<file path="src/rtl/nibble_serial_subtractor.sv">
// rtl/nibble_serial_subtractor.sv - nibble-serial a - b - bin with carry-lookahead per nibble
// Valid/ready handshake on both sides; one 4-bit nibble is resolved per RUN cycle.
module nibble_serial_subtractor #(
  parameter int WIDTH = 16
) (
  input  logic             clk,
  input  logic             rst_n,
  input  logic [WIDTH-1:0] a,
  input  logic [WIDTH-1:0] b,
  input  logic             bin,
  input  logic             in_valid,
  output logic             in_ready,
  output logic [WIDTH-1:0] d,
  output logic             bout,
  output logic             ovf,
  output logic             zero,
  output logic             out_valid,
  input  logic             out_ready
);

  localparam int NIB = WIDTH / 4;
  localparam int IDX_W = (NIB > 1) ? $clog2(NIB) : 1;
  localparam logic [IDX_W-1:0] LAST_IDX = IDX_W'(NIB - 1);

  typedef enum logic [1:0] {
    IDLE = 2'd0,
    RUN  = 2'd1,
    DONE = 2'd2
  } state_t;

  state_t           state_q, state_d;
  logic [WIDTH-1:0] a_q, a_d, b_q, b_d, d_q, d_d;
  logic             c_q, c_d;
  logic [IDX_W-1:0] idx_q, idx_d;
  logic             bout_q, bout_d, ovf_q, ovf_d, zero_q, zero_d;

  logic [3:0] a_nib, nb_nib, g, p, sum;
  logic [4:0] cy;

  // Subtraction as a + ~b + c, with c = ~borrow; g/p use the inverted subtrahend.
  always_comb begin
    a_nib  = a_q[{idx_q, 2'b00} +: 4];
    nb_nib = ~b_q[{idx_q, 2'b00} +: 4];
    g      = a_nib & nb_nib;
    p      = a_nib | nb_nib;
    cy[0]  = c_q;
    cy[1]  = g[0] | (p[0] & c_q);
    cy[2]  = g[1] | (p[1] & g[0]) | (p[1] & p[0] & c_q);
    cy[3]  = g[2] | (p[2] & g[1]) | (p[2] & p[1] & g[0]) | (p[2] & p[1] & p[0] & c_q);
    cy[4]  = g[3] | (p[3] & g[2]) | (p[3] & p[2] & g[1]) | (p[3] & p[2] & p[1] & g[0])
           | (p[3] & p[2] & p[1] & p[0] & c_q);
    sum    = a_nib ^ nb_nib ^ cy[3:0];
  end

  always_comb begin
    state_d = state_q;
    a_d     = a_q;
    b_d     = b_q;
    d_d     = d_q;
    c_d     = c_q;
    idx_d   = idx_q;
    bout_d  = bout_q;
    ovf_d   = ovf_q;
    zero_d  = zero_q;
    case (state_q)
      IDLE: begin
        if (in_valid) begin
          a_d     = a;
          b_d     = b;
          c_d     = ~bin;
          idx_d   = '0;
          state_d = RUN;
        end
      end
      RUN: begin
        d_d[{idx_q, 2'b00} +: 4] = sum;
        c_d   = cy[4];
        idx_d = idx_q + IDX_W'(1);
        if (idx_q == LAST_IDX) begin
          state_d = DONE;
          bout_d  = ~cy[4];
          ovf_d   = (a_q[WIDTH-1] != b_q[WIDTH-1]) & (d_d[WIDTH-1] != a_q[WIDTH-1]);
          zero_d  = (d_d == '0);
        end
      end
      DONE: begin
        if (out_ready) begin
          state_d = IDLE;
        end
      end
      default: state_d = IDLE;
    endcase
  end

  always_ff @(posedge clk) begin
    if (!rst_n) begin
      state_q <= IDLE;
      a_q     <= '0;
      b_q     <= '0;
      d_q     <= '0;
      c_q     <= 1'b0;
      idx_q   <= '0;
      bout_q  <= 1'b0;
      ovf_q   <= 1'b0;
      zero_q  <= 1'b0;
    end else begin
      state_q <= state_d;
      a_q     <= a_d;
      b_q     <= b_d;
      d_q     <= d_d;
      c_q     <= c_d;
      idx_q   <= idx_d;
      bout_q  <= bout_d;
      ovf_q   <= ovf_d;
      zero_q  <= zero_d;
    end
  end

  assign in_ready  = (state_q == IDLE);
  assign out_valid = (state_q == DONE);
  assign d         = d_q;
  assign bout      = bout_q;
  assign ovf       = ovf_q;
  assign zero      = zero_q;

endmodule

</file>
<file path="config.mk">
export PLATFORM = sky130hd
export DESIGN_NAME = nibble_serial_subtractor
export DESIGN_NICKNAME = d
export VERILOG_FILES = /design/src/rtl/nibble_serial_subtractor.sv
export SDC_FILE = /design/constraint.sdc
export NUM_CORES = 1
export LEC_CHECK = 0
export CORE_ASPECT_RATIO = 0.75
export CORE_UTILIZATION = 34
export CTS_CLUSTER_DIAMETER = 30
export DETAILED_ROUTE_END_ITERATION = 8
export PLACE_DENSITY = 0.61
export SLEW_MARGIN = 25
export SYNTH_ARGS = -nofsm -noshare
export SYNTH_HDL_FRONTEND = slang
export SYNTH_SLANG_ARGS = --single-unit
</file>
<file path="constraint.sdc">
create_clock -name clk -period 5.65 [get_ports clk]
set_input_delay 0.8475 -clock clk [delete_from_list [all_inputs] [get_ports clk]]
set_output_delay 0.8475 -clock clk [all_outputs]
set_load 0.03 [all_outputs]
</file>
# Yosys cells after proc, flatten, opt, wreduce, memory -nomap -nowiden
# Cells that the tools add are included.
# totals
regBits	56
latchBits	0
mem_bits_rw	0
mem_bits_ro	0
input_bits	37
output_inout_bits	21
wordCells	73
memories	0
# classes
add_sub_neg	2
n_mul	0
div	0
magnitude_cmp	0
n_eq_ne	8
shifts	4
n_mux	9
n_bitwise	34
n_reduce_logical	7
# op_table
cell	n
$shiftx 16x5->4	2
$and 1x1->1	17
$bwmux 16	1
$logic_not 16->1	1
$shift 4x6->16 const A	1
$shiftx 4x6->16	1
$or 1x1->1	10
$mux 2	4
$xor 4x4->4	2
$neg 4->6	1
$pmux 2 s3	1
$reduce_and 2->1	3
$and 4x4->4	1
$eq 2x2->1 const B	2
$ne 2x2->1 const B	2
$not 4->4	1
$or 4x4->4	1
$pmux 2 s2	1
$reduce_and 3->1	1
$add 2x1->2 const B	1
$eq 2x1->1 const B	1
$logic_not 2->1	1
$ne 1x1->1	2
$ne 2x1->1 const B	1
4 further kinds	5

# Logic depth before layout (Yosys ltp)
# Gate-level depths: netlist of the first run.
# depth
depth_word	12
depth_mapped	9

# Least setup slack after synthesis of the first run
# Ideal clock, no wire load.
# synth_path
path_type	register to register
start	register idx_q[1]
end	register ovf_q (netlist: ovf)
arrival_ps	2822
required_time_ps	5573
slack_ps	2751
stages_incl_launch_ff	9
n_path_buf	1
period_less_slack_ps	2899
path_cell_list	dfxtp_1 > clkbuf_1 > mux4_2 > ha_1 > clkinv_1 > a2111oi_4 > a2111oi_1 > or4b_1 > a41oi_2
# synth_between
elab_chain_cells	12
# synth_lines
item	line_no	source
start: declaration	34	logic [IDX_W-1:0] idx_q, idx_d;
start signal: assignment	112	idx_q <= idx_d;
$shiftx 16x5->4	43	nb_nib = ~b_q[{idx_q, 2'b00} +: 4];
$not 4->4	43	
$or 4x4->4 / $and 4x4->4 (equally long branches)	45, 44	
$and 1x1->1	49	cy[3] = g[2] | (p[2] & g[1]) | (p[2] & p[1] & g[0]) | (p[2] & p[1] & p[0] & c_q);
$or 1x1->1 / $and 1x1->1 (equally long branches) (2 in series)	49	
$or 1x1->1	49	
$xor 4x4->4	52	sum = a_nib ^ nb_nib ^ cy[3:0];
$shiftx 4x6->16	76	d_d[{idx_q, 2'b00} +: 4] = sum;
$bwmux 16	76	
$ne 1x1->1	82	ovf_d = (a_q[WIDTH-1] != b_q[WIDTH-1]) & (d_d[WIDTH-1] != a_q[WIDTH-1]);
$and 1x1->1	82	
end signal: assignment	114	ovf_q <= ovf_d;
end: declaration	35	logic bout_q, bout_d, ovf_q, ovf_d, zero_q, zero_d;
# Several ways; a longest one is shown, not always the timed one.
# A chain may end at the register's enable or synchronous reset.

# Worst setup path in the final report of the first run
# layout_path
start	register idx_q[0]
end	register ovf_q (netlist: ovf)
# The elaborated chain is that of the path after synthesis.

==> results of run 1 <==
==> metrics by stage <==
step | hold WS, ns | area [sq um]
finish | 0.4545 | 3684
global route | 0.4809 | 3684
CTS | 0.4556 | 3682
detailed placement | 0.4461 | 3527
global placement | 0.4467 | 3525
floorplan | 0.4321 | 2878
==> power by group <==
part           switching, W  internal, W
Combinational     0.0000988    0.0000853
Clock              0.000136     0.000204
Sequential        0.0000171     0.000414
==> layout by cell type, fill, tap and decap left out, types with 2 or more instances in the layout <==
cell type and n:
xor2_1 2, nor2b_1 20, o22a_1 2, nor2_1 13, and2_1 2, a21oi_1 4
ha_1 15, nor4_1 3, a21boi_1 2, inv_1 15, mux4_2 8, nor3_1 3
clkbuf_16 5, a21boi_0 36, a22oi_1 13, o22ai_1 2, o21ai_0 2, nand2b_1 7
clkdlybuf4s50_1 57, dfxtp_1 56, nand3_1 3, o31ai_1 3, nand2_1 79
==> cell type report <==
cell class	instances	area (sq um)	area share, %
clock buffers	5	125.1	3.397
clock inverters	1	30.03	0.8152
inverters	16	60.06	1.630
multi-input cells	238	1638	44.46
flip-flops and latches	56	1121	30.43
well taps	105	131.4	3.567
repair buffers	58	578.1	15.69
==> worst max-delay path by stage <==
stage                     startpoint   to  slack, ns
after detailed placement    idx_q[0]  ovf       2.50
after CTS                   idx_q[0]  ovf       2.43
final                       idx_q[0]  ovf       2.45
after floorplan             idx_q[1]  ovf       2.75
after global placement      idx_q[0]  ovf       2.59
after global routing        idx_q[0]  ovf       2.22
==> sequential cells by signal, summed over array words and instances, names as in the netlist <==
signal   cells
a_q         16
b_q         16
bout         1
c_q          1
d           16
idx_q        2
ovf          1
state_q      2
zero         1
==> cell families after synthesis <==
group                    after synthesis
buffers and inverters                 32
AND/OR/NAND/NOR                      137
AO/OA/AOI/OAI                         73
XOR/XNOR                               3
flip-flops                            56
adder cells (fa/ha/maj)               16
multiplexers                           9
==> metal layers <==
metal	GRT usage [%]	vias up	part of all wire [%]
li1	-	1212	-
met1	22.98	1083	51
met2	25.99	49	44
met3	3.413	8	4.0
met4	3.699	0	0.97
met5	0	-	0
==> tightest hold or removal path: stages, from the launching register on <==
cell	delay (ns)
dfxtp_1	0.31
nand2_1	0.05
a21boi_1	0.05
==> flow_summary_export.csv, run 1 <==
group,metric,value,unit
status,outcome,"finished clean",
timing,setup_slack,2.454,ns
yosys,yosys.area.top_type,"dfxtp_1",
floorplanning,die_h,81.68,um
layout,drive_gt1_share,5.615,%
drt,drc_errors,0,
global_routing,grt.total_usage,16.42,%
global_routing,grt_max_degree,58,
yosys,yosys_warnings,0,
yosys,synthSimpleGateAreaFrac,22.13,%
critical_path,critPathBufInv,0,
yosys,synth_xor_area_share,0.9130,%
floorplanning,io_pins,58,
critical_path,arrival,3.41,ns
layout,finalNonFillerCells,479,
critical_path,cp.depth,7,
critical_path,critical_path.max_stage_delay,0.85,ns
placed_design,gp_congestion,0.8333,
critical_path,startpoint_type,"register",
yosys,ys_ff_latch,56,
placed_design,hpwl,4792,um
yosys,ys_top_cells_by_area,"dfxtp_1 39%, nand2_1 10%, a21boi_0 9.4%, ha_1 6.5%, mux4_2 6.3%",
yosys,yosysSeqAreaShare,38.96,%
placed_design,dp_slack,2.499,ns
critical_path,r2r-start,"idx_q[0]",
floorplanning,die_area,0.008840,sq mm
critical_path,crit_chain,"mux4_2 -> ha_1 -> nand2b_4 -> a2111oi_4 -> a2111oi_1 -> or4b_1 -> a41oi_2",
drt,vias,2352,
power,ir_worst_vdd,0.0001251,V
timing,clock-skew-final,0.002746,ns
yosys,yosysMostFrequentCell,"nand2_1",
floorplanning,core,0.008058,sq mm
clock_tree,postCtsSetupBuffers,0,
clock_tree,htreeDepth,2,
critical_path,regToRegSetupSlack,2.45,ns
yosys,synth-edff-count,0,
clock_tree,cts-resized-gates,0,
clock_tree,clock_latency,0.29,ns
yosys,muxShareOfSynthArea,6.609,%
critical_path,path_delay_family,"flip-flops",
yosys,synthCells,326,
critical_path,required,5.86,ns
placed_design,port_buffers,57,
worst_hold_path,hold_path_startpoint,"a_q[5]",
drt,first_pass_iters,4,
global_routing,grt_pass1_vias,2308,
global_routing,grt_first_pass_wirelength,11320,um
layout,n_antenna_cell,0,
drt,wl_per_cell,13.93,um
yosys,synth_top_family_by_area,"simple AND/OR/NAND/NOR gates",
layout,synthToLayoutAreaGrowth,28.00,%
yosys,synth_compound_area_share,19.91,%
yosys,yosysTopAreaCellShare,38.96,%
power,p_per_area,259.5,mW/mm^2
worst_hold_path,holdPathEnd,"a_q[5]",
clock_tree,root_buffer,"clkbuf_16",
power,leakage,1.299,nW
yosys,syn_area,0.002878,sq mm
critical_path,worstSetupEndpointType,"register",
global_routing,grt_overflow,0,
critical_path,ff2ff_path_depth,7,
yosys,syn_nets,379,
yosys,synthAdderAreaFrac,7.217,%
run,maxCapViolCount,0,
timing,finalCritPeriodShare,56.56,%
timing,relSlewSlack,40.61,%
floorplanning,std_cell_rows,28,
timing,tightestPinTransition,0.8890,ns
yosys,synth_flop_cell,"dfxtp_1",
yosys,ys_types,41,
clock_tree,cts_made_buffers,5,
floorplanning,start_util,35.71,%
clock_tree,cts_tree,"yes",
clock_tree,holdBufCountCts,0,
drt,detail-route-antenna-nets,0,
yosys,async_flop_share,0,%
drt,drt_iter0_drc,85,
worst_hold_path,holdPathStages,2,
drt,viasPerCell,4.910,
layout,fill_cells,803,
critical_path,rr_endpoint,"ovf",
worst_hold_path,hp-class,"register to register",
timing,setup_tns,0,ns
drt,drt_wl_total,6671,um
critical_path,slowest_stage,"dfxtp_1",
layout,finalCoreUtilization,45.71,%
timing,hold_viol,0,
timing,rsz0062_at_grt,"false",
layout,nNetsFinal,428,
clock_tree,path_clk_slew,0.07,ns
timing,finalSetupViolations,0,
timing,slew_violations,0,
yosys,avgSynthCellArea,8.827,sq um
timing,fmax,312.9,MHz
clock_tree,clock_path_buffers,2,
placed_design,post-place-cells,473,
clock_tree,clock_sinks,56,
yosys,synth_commonest_cells,"80 x nand2_1, 56 x dfxtp_1, 36 x a21boi_0",
power,power,0.0009557,W
critical_path,critical_path.max_fanout,19,
critical_path,critical_path_class,"register to register",
global_routing,antenna_found_initial,0,
timing,fin_crit,3.196,ns
floorplanning,die_w,108.2,um
Power figures use the tool's default switching activity.
==> run 2: changes to the inputs <==
Settings changed: PLACE_DENSITY 0.61 to 0.63.
Clock period 5.65 ns to 2.6 ns, I/O delays scaled along.
==> flow_summary_export.csv, run 2 (same netlist as run 1, synthesis figures left out) <==
group,metric,value,unit
floorplanning,std_cell_rows,28,
layout,finalInstanceArea,0.003894,sq mm
timing,finalSetupViolations,0,
critical_path,critical_path_class,"register to register",
floorplanning,core,0.008058,sq mm
critical_path,crit_top_cell,"a2111oi_4",
global_routing,grt_first_pass_wirelength,11310,um
critical_path,required,2.82,ns
critical_path,crit_chain,"buf_12 -> mux4_2 -> ha_2 -> nand2b_4 -> a2111oi_4 -> a2111oi_4 -> or4b_1 -> a41oi_2",
global_routing,grt_overflow,0,
placed_design,port_buffers,57,
timing,slew_violations,0,
drt,first_pass_iters,4,
critical_path,cp-startpoint,"idx_q[0]",
floorplanning,die_area,0.008840,sq mm
critical_path,slowest_stage,"mux4_2",
run,maxCapViolCount,0,
timing,rsz0062_at_grt,"true",
clock_tree,clock_path_buffers,2,
global_routing,grtUsageMet1,23.32,%
critical_path,worstSetupEndpointType,"register",
floorplanning,io_pins,58,
worst_hold_path,hp-class,"register to register",
layout,drive_gt1_share,12.98,%
critical_path,critical_path.max_stage_delay,0.55,ns
global_routing,use_met2,25.41,%
timing,finalCritPeriodShare,98.68,%
drt,drc_errors,0,
global_routing,antenna_found_initial,0,
floorplanning,start_util,35.71,%
global_routing,grt_max_degree,38,
drt,drt_iter0_drc,96,
layout,synthToLayoutAreaGrowth,35.30,%
timing,clock-skew-final,0.008992,ns
drt,vias,2447,
global_routing,grt_pass1_vias,2388,
global_routing,grt.total_usage,16.54,%
placed_design,postPlaceCellArea,0.003638,sq mm
placed_design,gp_congestion,0.8775,
power,ir_worst_vdd,0.0003546,V
layout,layout_common_cells,"80 x nand2_1, 57 x clkdlybuf4s50_1, 54 x dfxtp_1",
floorplanning,die_h,81.68,um
clock_tree,root_buffer,"clkbuf_16",
critical_path,critical_path.max_fanout,6,
timing,hold_viol,0,
clock_tree,holdBufCountCts,0,
timing,whs,0.4627,ns
layout,layout_commonest_cell,"nand2_1",
clock_tree,path_clk_slew,0.08,ns
power,p_per_area,539.5,mW/mm^2
clock_tree,cts_made_buffers,5,
global_routing,busiest_layer,"met2",
timing,fmax,389.8,MHz
placed_design,hpwl,5149,um
timing,fin_crit,2.566,ns
critical_path,r2r-start,"idx_q[0]",
power,power,0.002101,W
power,leakage,1.394,nW
global_routing,grt_use_met3,3.254,%
critical_path,arrival,2.79,ns
timing,tightestPinTransition,0.5113,ns
drt,detail-route-antenna-nets,0,
layout,nNetsFinal,445,
timing,relSlewSlack,65.65,%
status,outcome,"finished clean",
clock_tree,htreeDepth,2,
layout,finalCoreUtilization,48.32,%
timing,setup_tns,0,ns
worst_hold_path,hold_path_startpoint,"b_q[7]",
critical_path,startpoint_type,"register",
layout,n_antenna_cell,0,
floorplanning,die_w,108.2,um
clock_tree,clock_sinks,56,
drt,wl_per_cell,13.92,um
drt,viasPerCell,4.914,
clock_tree,clock_latency,0.29,ns
drt,drt_wl_total,6932,um
clock_tree,cts_tree,"yes",
==> run 2: cell count changes in the layout (fill, tap and decap cells not counted), moves of 2 or more <==
cell / change
inv_2: +2
dfxtp_1: -2
ha_1: -5
ha_4: +2
buf_12: +2
buf_4: +15
ha_2: +3
==> run 2: worst paths after layout <==
kind              slack [ns]  endpoint  cells past startpoint
setup / recovery        0.03       ovf                      8
hold / removal          0.46    b_q[7]                      2
setup reg to reg        0.03       ovf                      8
hold reg to reg         0.46    b_q[7]                      2
==> run 2: area by class of cell <==
cell class / instances / area (sq um)
Clock inverter: 3 / 25.02
Multi-Input combinational cell: 238 / 1695
Fill cell: 797 / 4164
Inverter: 16 / 60.06
Clock buffer: 5 / 125.1
Sequential cell: 56 / 1126
Timing Repair Buffer: 75 / 730.7
Tap cell: 105 / 131.4
==> run 2: critical path: cells and delay by family, from the launching register on <==
| kind | cells | cell delay, ns |
|---|---|---|
| muxes | 1 | 0.55 |
| and+or+nand+nor | 2 | 0.65 |
| adders and majority gates | 1 | 0.20 |
| buffers and inverters | 1 | 0.12 |
| DFF | 1 | 0.36 |
| AOI/OAI and AO/OA | 3 | 0.61 |
==> run 2: through the flow <==
| step | cells | setup WS, ns |
|---|---|---|
| finish | 498 | 0.03434 |
| global route | 498 | -0.03464 |
| CTS | 494 | 0.0009943 |
| detailed placement | 485 | 0.0005067 |
| global placement | 485 | 0.06239 |
| floorplan | 326 | 0.006707 |
==> run 2: what timing repair did <==
item	CTS	global route
setup endpoints to repair	1	3
setup buffers	1	4
resized for setup	0	13
pin swaps	1	5
gates cloned	0	0
==> run 2: per-layer routing <==
| metal | routed length, um | vias up |
|---|---|---|
| met5 | 0 | - |
| met4 | 93 | 0 |
| met2 | 2858 | 38 |
| met3 | 266 | 8 |
| met1 | 3712 | 1157 |
| li1 | - | 1244 |
==> run 2: where the power goes <==
group | internal [W] | total [W] | switching [W]
combinational | 0.000231 | 0.000480 | 0.000249
clock | 0.000367 | 0.000694 | 0.000328
sequential | 0.000899 | 0.000926 | 0.0000273
total | 0.00150 | 0.00210 | 0.000604
